--- config.mk ---
export PLATFORM = sky130hd
export DESIGN_NAME = rd_return_collector
export DESIGN_NICKNAME = d
export VERILOG_FILES = /design/src/rtl/rd_return_collector.sv
export SDC_FILE = /design/constraint.sdc
export NUM_CORES = 2
export LEC_CHECK = 0
export CAP_MARGIN = 0
export CORE_AREA = 2 2 450 452
export DETAILED_ROUTE_END_ITERATION = 7
export DIE_AREA = 0 0 452 454
export PLACE_DENSITY_LB_ADDON = 0.12
export SYNTH_ARGS = -nofsm -noshare
export SYNTH_HDL_FRONTEND = slang
export SYNTH_SLANG_ARGS = --single-unit
--- constraint.sdc ---
create_clock -name clk -period 26.7 [get_ports clk]
set_input_delay 4.005 -clock clk [delete_from_list [all_inputs] [get_ports clk]]
set_output_delay 4.005 -clock clk [all_outputs]
set_load 0.01 [all_outputs]
--- src/rtl/rd_return_collector.sv ---
// rd_return_collector: read-return path of the instruction dispatcher.
// Each issued read command leaves a one-bit tag (1 = periodic, 0 = host) in
// an in-order tag FIFO. PHY read beats are matched to the head tag. Host
// beats go to a first-word-fall-through output FIFO with a valid/ready
// handshake. Periodic beats leave as a one-cycle registered strobe.
// The PHY is never backpressured: anything that cannot be stored is dropped
// and recorded in the sticky err_flags.
//
// Optional feature macro: RD_TIMEOUT_EN
//   defined   -> a watchdog retires a stalled head read after TIMEOUT_CYCLES
//   undefined -> reads wait indefinitely; err_flags[3] is constant 0
module rd_return_collector #(
    parameter int DATA_WIDTH     = 256,
    parameter int BEATS_PER_READ = 2,
    parameter int TAG_DEPTH      = 16,
    parameter int OUT_DEPTH      = 8,
    parameter int TIMEOUT_CYCLES = 1023
) (
    input  logic                         clk,
    input  logic                         rst_n,
    input  logic                         rd_issue,
    input  logic                         rd_issue_periodic,
    input  logic                         dfi_rddata_valid,
    input  logic [DATA_WIDTH-1:0]        dfi_rddata,
    output logic                         host_valid,
    input  logic                         host_ready,
    output logic [DATA_WIDTH-1:0]        host_data,
    output logic                         host_last,
    output logic                         pr_valid,
    output logic [DATA_WIDTH-1:0]        pr_data,
    output logic                         pr_last,
    output logic [$clog2(TAG_DEPTH):0]   outstanding,
    output logic [3:0]                   err_flags
);

    localparam int TAW = $clog2(TAG_DEPTH);
    localparam int OAW = $clog2(OUT_DEPTH);
    localparam int BCW = (BEATS_PER_READ > 1) ? $clog2(BEATS_PER_READ) : 1;

    localparam logic [BCW-1:0] LAST_BEAT    = BCW'(BEATS_PER_READ - 1);
    localparam logic [TAW:0]   TAG_FULL_CNT = (TAW+1)'(TAG_DEPTH);
    localparam logic [OAW:0]   OUT_FULL_CNT = (OAW+1)'(OUT_DEPTH);

    // Matcher states
    localparam logic [0:0] IDLE    = 1'b0;
    localparam logic [0:0] COLLECT = 1'b1;

    // ------------------------------------------------------------------
    // Tag FIFO storage and control
    // ------------------------------------------------------------------
    logic [TAG_DEPTH-1:0] tag_mem;
    logic [TAW-1:0]       tag_wptr;
    logic [TAW-1:0]       tag_rptr;
    logic [TAW:0]         tag_cnt;
    logic                 tag_empty;
    logic                 tag_full;
    logic                 head_tag;
    logic                 tag_push;
    logic                 tag_pop;
    logic                 tag_ovf;

    // ------------------------------------------------------------------
    // Matcher
    // ------------------------------------------------------------------
    logic [0:0]           state;
    logic [0:0]           state_nxt;
    logic [BCW-1:0]       beat_cnt;
    logic                 beat_acc;
    logic                 beat_last;
    logic                 beat_pop;
    logic                 orphan;
    logic                 timeout_pop;

    // ------------------------------------------------------------------
    // Host output FIFO (data + last flag per entry)
    // ------------------------------------------------------------------
    logic [DATA_WIDTH:0]  of_mem [OUT_DEPTH];
    logic [OAW-1:0]       of_wptr;
    logic [OAW-1:0]       of_rptr;
    logic [OAW:0]         of_cnt;
    logic                 of_full;
    logic                 of_wr;
    logic                 of_rd;
    logic                 of_push;
    logic                 of_ovf;

    // Head-of-queue status; a tag pushed this cycle only shows up next cycle
    always_comb begin
        tag_empty = (tag_cnt == '0);
        tag_full  = (tag_cnt == TAG_FULL_CNT);
        head_tag  = tag_mem[tag_rptr];
    end

    // Beat classification and tag FIFO push/pop decisions
    always_comb begin
        beat_acc  = dfi_rddata_valid & ~tag_empty;
        orphan    = dfi_rddata_valid &  tag_empty;
        beat_last = (beat_cnt == LAST_BEAT);
        beat_pop  = beat_acc & beat_last;
        tag_pop   = beat_pop | timeout_pop;
        // a pop in the same cycle frees the slot, so a full FIFO still accepts
        tag_push  = rd_issue & (~tag_full | tag_pop);
        tag_ovf   = rd_issue &   tag_full & ~tag_pop;
    end

    // Tag FIFO pointers, occupancy and storage
    always_ff @(posedge clk or negedge rst_n) begin
        if (!rst_n) begin
            tag_mem  <= '0;
            tag_wptr <= '0;
            tag_rptr <= '0;
            tag_cnt  <= '0;
        end else begin
            if (tag_push) begin
                tag_mem[tag_wptr] <= rd_issue_periodic;
                tag_wptr          <= tag_wptr + 1'b1;
            end
            if (tag_pop) begin
                tag_rptr <= tag_rptr + 1'b1;
            end
            case ({tag_push, tag_pop})
                2'b10:   tag_cnt <= tag_cnt + 1'b1;
                2'b01:   tag_cnt <= tag_cnt - 1'b1;
                default: tag_cnt <= tag_cnt;
            endcase
        end
    end

    assign outstanding = tag_cnt;

`ifdef RD_TIMEOUT_EN
    localparam int TW = $clog2(TIMEOUT_CYCLES + 1);
    localparam logic [TW-1:0] WD_LIMIT = TW'(TIMEOUT_CYCLES - 1);

    logic [TW-1:0] wd_cnt;

    // Watchdog fires when the head read has made no progress for the limit
    always_comb begin
        timeout_pop = ~tag_empty & ~beat_acc & (wd_cnt == WD_LIMIT);
    end

    // Watchdog counts idle cycles with reads outstanding, restarts on progress
    always_ff @(posedge clk or negedge rst_n) begin
        if (!rst_n) begin
            wd_cnt <= '0;
        end else if (tag_empty || beat_acc || tag_pop) begin
            wd_cnt <= '0;
        end else begin
            wd_cnt <= wd_cnt + 1'b1;
        end
    end
`else
    assign timeout_pop = 1'b0;
`endif

    // Matcher next state: leave IDLE on a non-final first beat, return on pop
    always_comb begin
        state_nxt = state;
        case (state)
            IDLE:    if (beat_acc && !beat_last) state_nxt = COLLECT;
            COLLECT: if (tag_pop)                state_nxt = IDLE;
            default:                             state_nxt = IDLE;
        endcase
    end

    // Matcher state and beat position within the current read
    always_ff @(posedge clk or negedge rst_n) begin
        if (!rst_n) begin
            state    <= IDLE;
            beat_cnt <= '0;
        end else begin
            state <= state_nxt;
            if (tag_pop) begin
                beat_cnt <= '0;
            end else if (beat_acc) begin
                beat_cnt <= beat_cnt + 1'b1;
            end
        end
    end

    // Periodic beats: one registered strobe per beat, no storage
    always_ff @(posedge clk or negedge rst_n) begin
        if (!rst_n) begin
            pr_valid <= 1'b0;
            pr_data  <= '0;
            pr_last  <= 1'b0;
        end else begin
            pr_valid <= beat_acc & head_tag;
            pr_last  <= beat_acc & head_tag & beat_last;
            if (beat_acc && head_tag) begin
                pr_data <= dfi_rddata;
            end
        end
    end

    // Host FIFO write/read decisions; overflow drops the beat but not framing
    always_comb begin
        of_full = (of_cnt == OUT_FULL_CNT);
        of_wr   = beat_acc & ~head_tag;
        of_rd   = host_valid & host_ready;
        of_push = of_wr & (~of_full | of_rd);
        of_ovf  = of_wr &   of_full & ~of_rd;
    end

    // Host FIFO storage (data path only, no reset needed)
    always_ff @(posedge clk) begin
        if (of_push) begin
            of_mem[of_wptr] <= {beat_last, dfi_rddata};
        end
    end

    // Host FIFO pointers and occupancy
    always_ff @(posedge clk or negedge rst_n) begin
        if (!rst_n) begin
            of_wptr <= '0;
            of_rptr <= '0;
            of_cnt  <= '0;
        end else begin
            if (of_push) begin
                of_wptr <= of_wptr + 1'b1;
            end
            if (of_rd) begin
                of_rptr <= of_rptr + 1'b1;
            end
            case ({of_push, of_rd})
                2'b10:   of_cnt <= of_cnt + 1'b1;
                2'b01:   of_cnt <= of_cnt - 1'b1;
                default: of_cnt <= of_cnt;
            endcase
        end
    end

    // First-word-fall-through view; outputs forced to 0 while empty
    always_comb begin
        host_valid = (of_cnt != '0);
        host_data  = '0;
        host_last  = 1'b0;
        if (host_valid) begin
            host_data = of_mem[of_rptr][DATA_WIDTH-1:0];
            host_last = of_mem[of_rptr][DATA_WIDTH];
        end
    end

    // Sticky error flags, cleared only by reset
    always_ff @(posedge clk or negedge rst_n) begin
        if (!rst_n) begin
            err_flags <= '0;
        end else begin
            err_flags <= err_flags | {timeout_pop, of_ovf, orphan, tag_ovf};
        end
    end

endmodule

# After elaboration in Yosys (flattened, before gate mapping)
# Memories as Yosys holds them, arrays and structs flattened.
# Cells that the tools add are included.
[totals]
ff_bits = 302
ramBits = 2056
in_bits = 262
output_inout_bits = 525
wordCells = 73
memories = 1
[memory_table]
columns = ["name", "depth", "word_bits", "rd", "rd_ports_with_merged_regs", "write_ports", "line", "rtl"]
rows = [
  ["of_mem", 8, 257, 1, 0, 1, "77", "logic [DATA_WIDTH:0] of_mem [OUT_DEPTH];"],
]
[op_classes]
n_addsub = 9
order_cmp = 3
n_eq_ne = 6
n_mux = 13
bitwise_logic = 22
reduce_logical = 7
[op_table]
columns = ["op", "count"]
rows = [
  ["256-bit two-way mux", 1],
  ["16-bit bitwise mux", 1],
  ["1-bit AND", 13],
  ["4-bit by 1-bit adder with 4-bit output (second input constant)", 3],
  ["4-bit by 5-bit < comparator with 1-bit output (second input constant)", 2],
  ["5-bit case mux with 2 select lines", 1],
  ["4-bit case mux with 2 select lines", 1],
  ["1-bit two-way mux", 7],
  ["3-bit by 1-bit adder with 3-bit output (second input constant)", 2],
  ["1-bit NOT", 6],
  ["2-bit nonzero test", 3],
  ["5-bit by 1-bit adder with 5-bit output (second input constant)", 1],
  ["5-bit == test (second input constant)", 1],
  ["5-bit logical NOT", 1],
  ["5-bit by 1-bit subtractor with 5-bit output (second input constant)", 1],
  ["1-bit binary-select mux with 4-bit select", 1],
  ["1-bit demux with 4-bit select", 1],
  ["2-bit by 1-bit == test with 1-bit output (second input constant)", 2],
  ["2-bit == test (second input constant)", 2],
  ["4-bit == test (second input constant)", 1],
  ["4-bit by 1-bit >= comparator with 1-bit output (second input constant)", 1],
  ["4-bit by 3-bit OR with 4-bit output", 1],
  ["4-bit nonzero test", 1],
  ["4-bit by 1-bit subtractor with 4-bit output (second input constant)", 1],
  ["other kinds (3)", 5],
]

# Longest topological paths before layout
[logic_depth]
depth_word = 8
ltp_mapped = 13
mapped_depth_nobuf = 12

# Least setup slack after synthesis
# OpenSTA, ideal clock, no wires.
[synth_timing]
kind = "input to register"
from = "in dfi_rddata_valid"
to = "mem of_mem[4][0] (netlist bit), enable pin"
setup_ns = 1.594
arrival_time_ns = 30.480
required_time_ns = 25.106
path_slack_ns = -5.375
path_stages = 4
n_path_buf = 1
cell_sequence = "o21a_1 > nand3_1 > buf_2 > nor4b_1"
[synth_via]
elab_chain_len = 5
[synth_rtl]
columns = ["element", "line", "rtl"]
rows = [
  ["from (decl)", "23", "input logic dfi_rddata_valid,"],
  ["1-bit AND", "96", "beat_acc = dfi_rddata_valid & ~tag_empty;"],
  ["1-bit AND", "199", "of_wr = beat_acc & ~head_tag;"],
  ["1-bit AND", "201", "of_push = of_wr & (~of_full | of_rd);"],
  ["1-bit two-way mux", "207", "if (of_push) begin"],
  ["1-bit two-way mux (not written as such)", "208", "of_mem[of_wptr] <= {beat_last, dfi_rddata};"],
  ["to (decl)", "77", ""],
]
# Every way passes these cells.

# Worst setup path after layout
[layout_timing]
from = "reg of_rptr[0]"
to = "out host_data[134]"
[layout_via]
elab_chain_len = 2
[layout_rtl]
columns = ["element", "line", "rtl"]
rows = [
  ["from (decl)", "79", "logic [OAW-1:0] of_rptr;"],
  ["from (signal assigned)", "223", "of_rptr <= of_rptr + 1'b1;"],
  ["memory 8 x 257 bit", "n/a", ""],
  ["256-bit two-way mux", "238", "if (host_valid) begin"],
  ["to (decl)", "27", "output logic [DATA_WIDTH-1:0] host_data,"],
]
# Every way passes these cells.

==> impl_metrics.py <==
metrics = {
    "outcome": {
        "status": "finished clean",
    },
    "cts": {
        "clockRootBuffer": "clkbuf_16",
        "clockBufferDepth": 3,
        "htreeDepth": 4,
        "clk_latency_ps": 860,
        "cts_hold_buf": 0,
        "cts.sinks": 2357,
        "postCtsSetupBuffers": 0,
        "cts_resized": 0,
        "cts_tree": "yes",
        "clk_pin_slew_ps": 60,
        "cts_buffers": 240,
    },
    "sta": {
        "fin_ws_ps": 17000,
        "finalSetupViolations": 0,
        "fin_crit_ps": 9700,
        "finalHoldViolations": 0,
        "period_share": 0.363,
        "skew_ps": 46.2,
        "slew_violations": 0,
        "rsz0062_at_grt": "no",
        "worst_slew_pin_slew_ps": 1240,
        "fmax_mhz": 103,
        "slew-limit-headroom": 0.175,
    },
    "synthesis": {
        "syn_nets": 4292,
        "ys_seq_area_frac": 0.773,
        "synth-edff-count": 2056,
        "netlist_instances": 4015,
        "synth_ff_type": "edfxtp_1",
        "synth_cell_types": 38,
        "synth_seq_cells": 2357,
        "yosys_warnings": 0,
        "synthesis.area_um2": 89600,
        "postSynthAreaPerCell_um2": 22.3,
        "async_flop_share": 0.128,
    },
    "setup_path": {
        "cp_data_arrival_time_ps": 5700,
        "crit_required_ps": 22690,
        "crit_path_end_kind": "output port",
        "crit_path_max_fanout": 51,
        "r2r_setup_slack_ps": 21490,
        "r2r_end": "of_mem[7][70]$_DFFE_PP_",
        "critPathTopFamily": "buffers and inverters",
        "crit_path_max_incr_delay_ps": 890,
        "r2r-start": "tag_rptr[2]$_DFFE_PN0P_",
        "crit_slowest_cell": "buf_4",
        "crit_chain": "buf_4, buf_4, buf_4, mux4_2, mux2i_1, nor2_1, clkdlybuf4s50_1",
        "crit_buf_inv": 4,
        "start_kind": "flop",
        "critPathKind": "flop to output port",
        "cp_common_cell": "buf_4",
        "reg2reg_depth": 8,
    },
    "power_and_ir_drop": {
        "internal_power_w": 0.00902,
        "p_sw_w": 0.00407,
        "p_comb_frac": 0.361,
        "seqPwrFrac": 0.386,
        "p_per_area_nw_per_um2": 121,
        "p_clk_frac": 0.253,
        "sw_frac_of_total": 0.311,
        "peakVddDrop_v": 0.0000818,
        "p_leak_nw": 36.4,
    },
    "detailed_routing": {
        "drtIter0Drc": 3184,
        "viasPerCell": 5.43,
        "wl_mm": 208,
        "via_count": 42300,
        "ant_nets": 0,
        "drcViolationCount": 0,
        "wire_per_inst_um": 26.6,
        "drt_pass1_iterations": 5,
    },
    "global_routing": {
        "grt_pass1_vias": 45200,
        "grtUsageMet2": 0.343,
        "top_usage_layer": "met2",
        "grt_util_met3": 0.0351,
        "antenna_found_initial": 11,
        "grt_max_degree": 159,
        "overflow": 0,
        "grt_usage": 0.201,
        "grt_use_met1": 0.263,
        "grt_pass1_wl_mm": 304,
    },
    "finish": {
        "final_common_cell": "edfxtp_1",
        "syn_to_final_growth_pct": 20.9,
        "fin_cells": 7800,
        "nNetsFinal": 5183,
        "drive_gt1_frac": 0.197,
        "final_cell_mix": "2056 x edfxtp_1, 784 x clkdlybuf4s50_1, 516 x mux4_2",
    },
    "floorplan": {
        "fp.dieH_um": 454,
        "initial_utilization": 0.446,
        "die_area_um2": 205000,
        "die_w_um": 452,
        "ios": 787,
        "core-area_um2": 201000,
        "num_rows": 165,
    },
    "min_path": {
        "hold_depth": 1,
        "hp-start": "err_flags[1]$_DFF_PN0_",
        "hold_end": "err_flags[1]$_DFF_PN0_",
        "hp-class": "flop to flop",
    },
    "place": {
        "port_buffers": 785,
        "routabilityCongestion": 0.741,
        "pre_cts_slack_ps": 17510,
        "dpl.hpwl_mm": 116,
        "dpl.cell_count": 7336,
    },
    "flow_run": {
        "drv_cap": 0,
    },
}
[kinds of logic after synthesis]
kind of cell	Yosys count	share of synthesized area
other	1	0.0000418
buffers and inverters	221	0.0130
multiplexers	1058	0.194
adder cells (fa/ha/maj)	15	0.00218
AO/OA/AOI/OAI	20	0.00151
XOR/XNOR	21	0.00205
AND/OR/NAND/NOR	322	0.0145
flip-flops	2357	0.773
[state kept, by name, indices dropped and copies added, names as in the netlist]
register     flops
outstanding      5
pr_data        256
err_flags        3
of_wptr          3
beat_cnt         1
of_cnt           4
tag_wptr         4
pr_last          1
of_rptr          3
pr_valid         1
tag_mem         16
tag_rptr         4
of_mem        2056
[through the flow]
stage          setup TNS, ps  instance area [µm²]   util  total power [W]  hold WS, ps
3_5_place_dp               0               100000  0.500          0.00998          457
2_1_floorplan       -5869850                89600      -          0.00814          454
6_report                   0               108000  0.539           0.0131          466
3_3_place_gp               0               100000  0.500          0.00995          455
5_1_grt                    0               108000  0.539           0.0137          491
4_1_cts                    0               108000  0.539           0.0133          473
[cells in the mapped netlist, types with 4 or more instances]
library cell,number,area share
nor4_1,4,0.00028
clkbuf_1,89,0.0037
buf_1,54,0.0023
nand3_1,9,0.00050
inv_1,11,0.00046
xnor2_1,14,0.0014
mux2_1,229,0.029
buf_8,22,0.0037
edfxtp_1,2056,0.69
a21oi_1,5,0.00028
nor2_1,267,0.011
buf_2,39,0.0022
ha_1,14,0.0020
mux2i_1,266,0.030
nor3_1,8,0.00045
dfrtp_1,301,0.084
mux2_2,47,0.0059
nand2_1,20,0.00084
buf_6,4,0.00050
o21ai_0,5,0.00028
nor2b_1,6,0.00042
xor2_1,7,0.00068
mux4_2,516,0.13
[layer usage]
| metal | vias to the layer above | routed length, µm |
|---|---|---|
| met3 | 286 | 9660 |
| met1 | 22800 | 86000 |
| met4 | 0 | 6240 |
| li1 | 18200 | - |
| met5 | - | 0 |
| met2 | 1061 | 106000 |
[cell type report]
type / instances / area [µm²]
multi-input cells: 1437 / 19300
clock inverters: 145 / 1380
repair buffers: 859 / 8560
clock buffers: 315 / 6480
well taps: 2672 / 3340
flip-flops and latches: 2357 / 69300
diodes: 4 / 10.0
inverters: 11 / 41.3
fillers: 15600 / 92500
[power groups by stage]
stage               registers (W)  logic, W  clock network, W
floorplan                 0.00551   0.00263                 0
global placement          0.00510   0.00485                 0
detailed placement        0.00513   0.00486                 0
CTS                       0.00506   0.00487           0.00339
global route              0.00512   0.00507           0.00354
finish                    0.00505   0.00473           0.00331
[worst max path at each step]
stage                           start                     end  cells past startpoint  slack (ps)
6_report       of_rptr[0]$_DFFE_PN0P_          host_data[134]                      7       17000
5_1_grt        of_rptr[0]$_DFFE_PN0P_          host_data[111]                      7       16370
4_1_cts        of_rptr[0]$_DFFE_PN0P_          host_data[122]                      7       16560
3_5_place_dp   of_rptr[0]$_DFFE_PN0P_          host_data[122]                      7       17510
3_3_place_gp   of_rptr[0]$_DFFE_PN0P_          host_data[122]                      7       17480
2_1_floorplan        dfi_rddata_valid  of_mem[4][0]$_DFFE_PP_                      4       -5370
[worst register-to-register path, delay by kind of cell, from the launching register on]
family | cells | cell delay [ps]
buffers and inverters | 3 | 2400
multiplexers | 3 | 860
AND/OR/NAND/NOR | 2 | 820
flip-flops | 1 | 690
No activity file was read; power rests on OpenSTA's default activity.
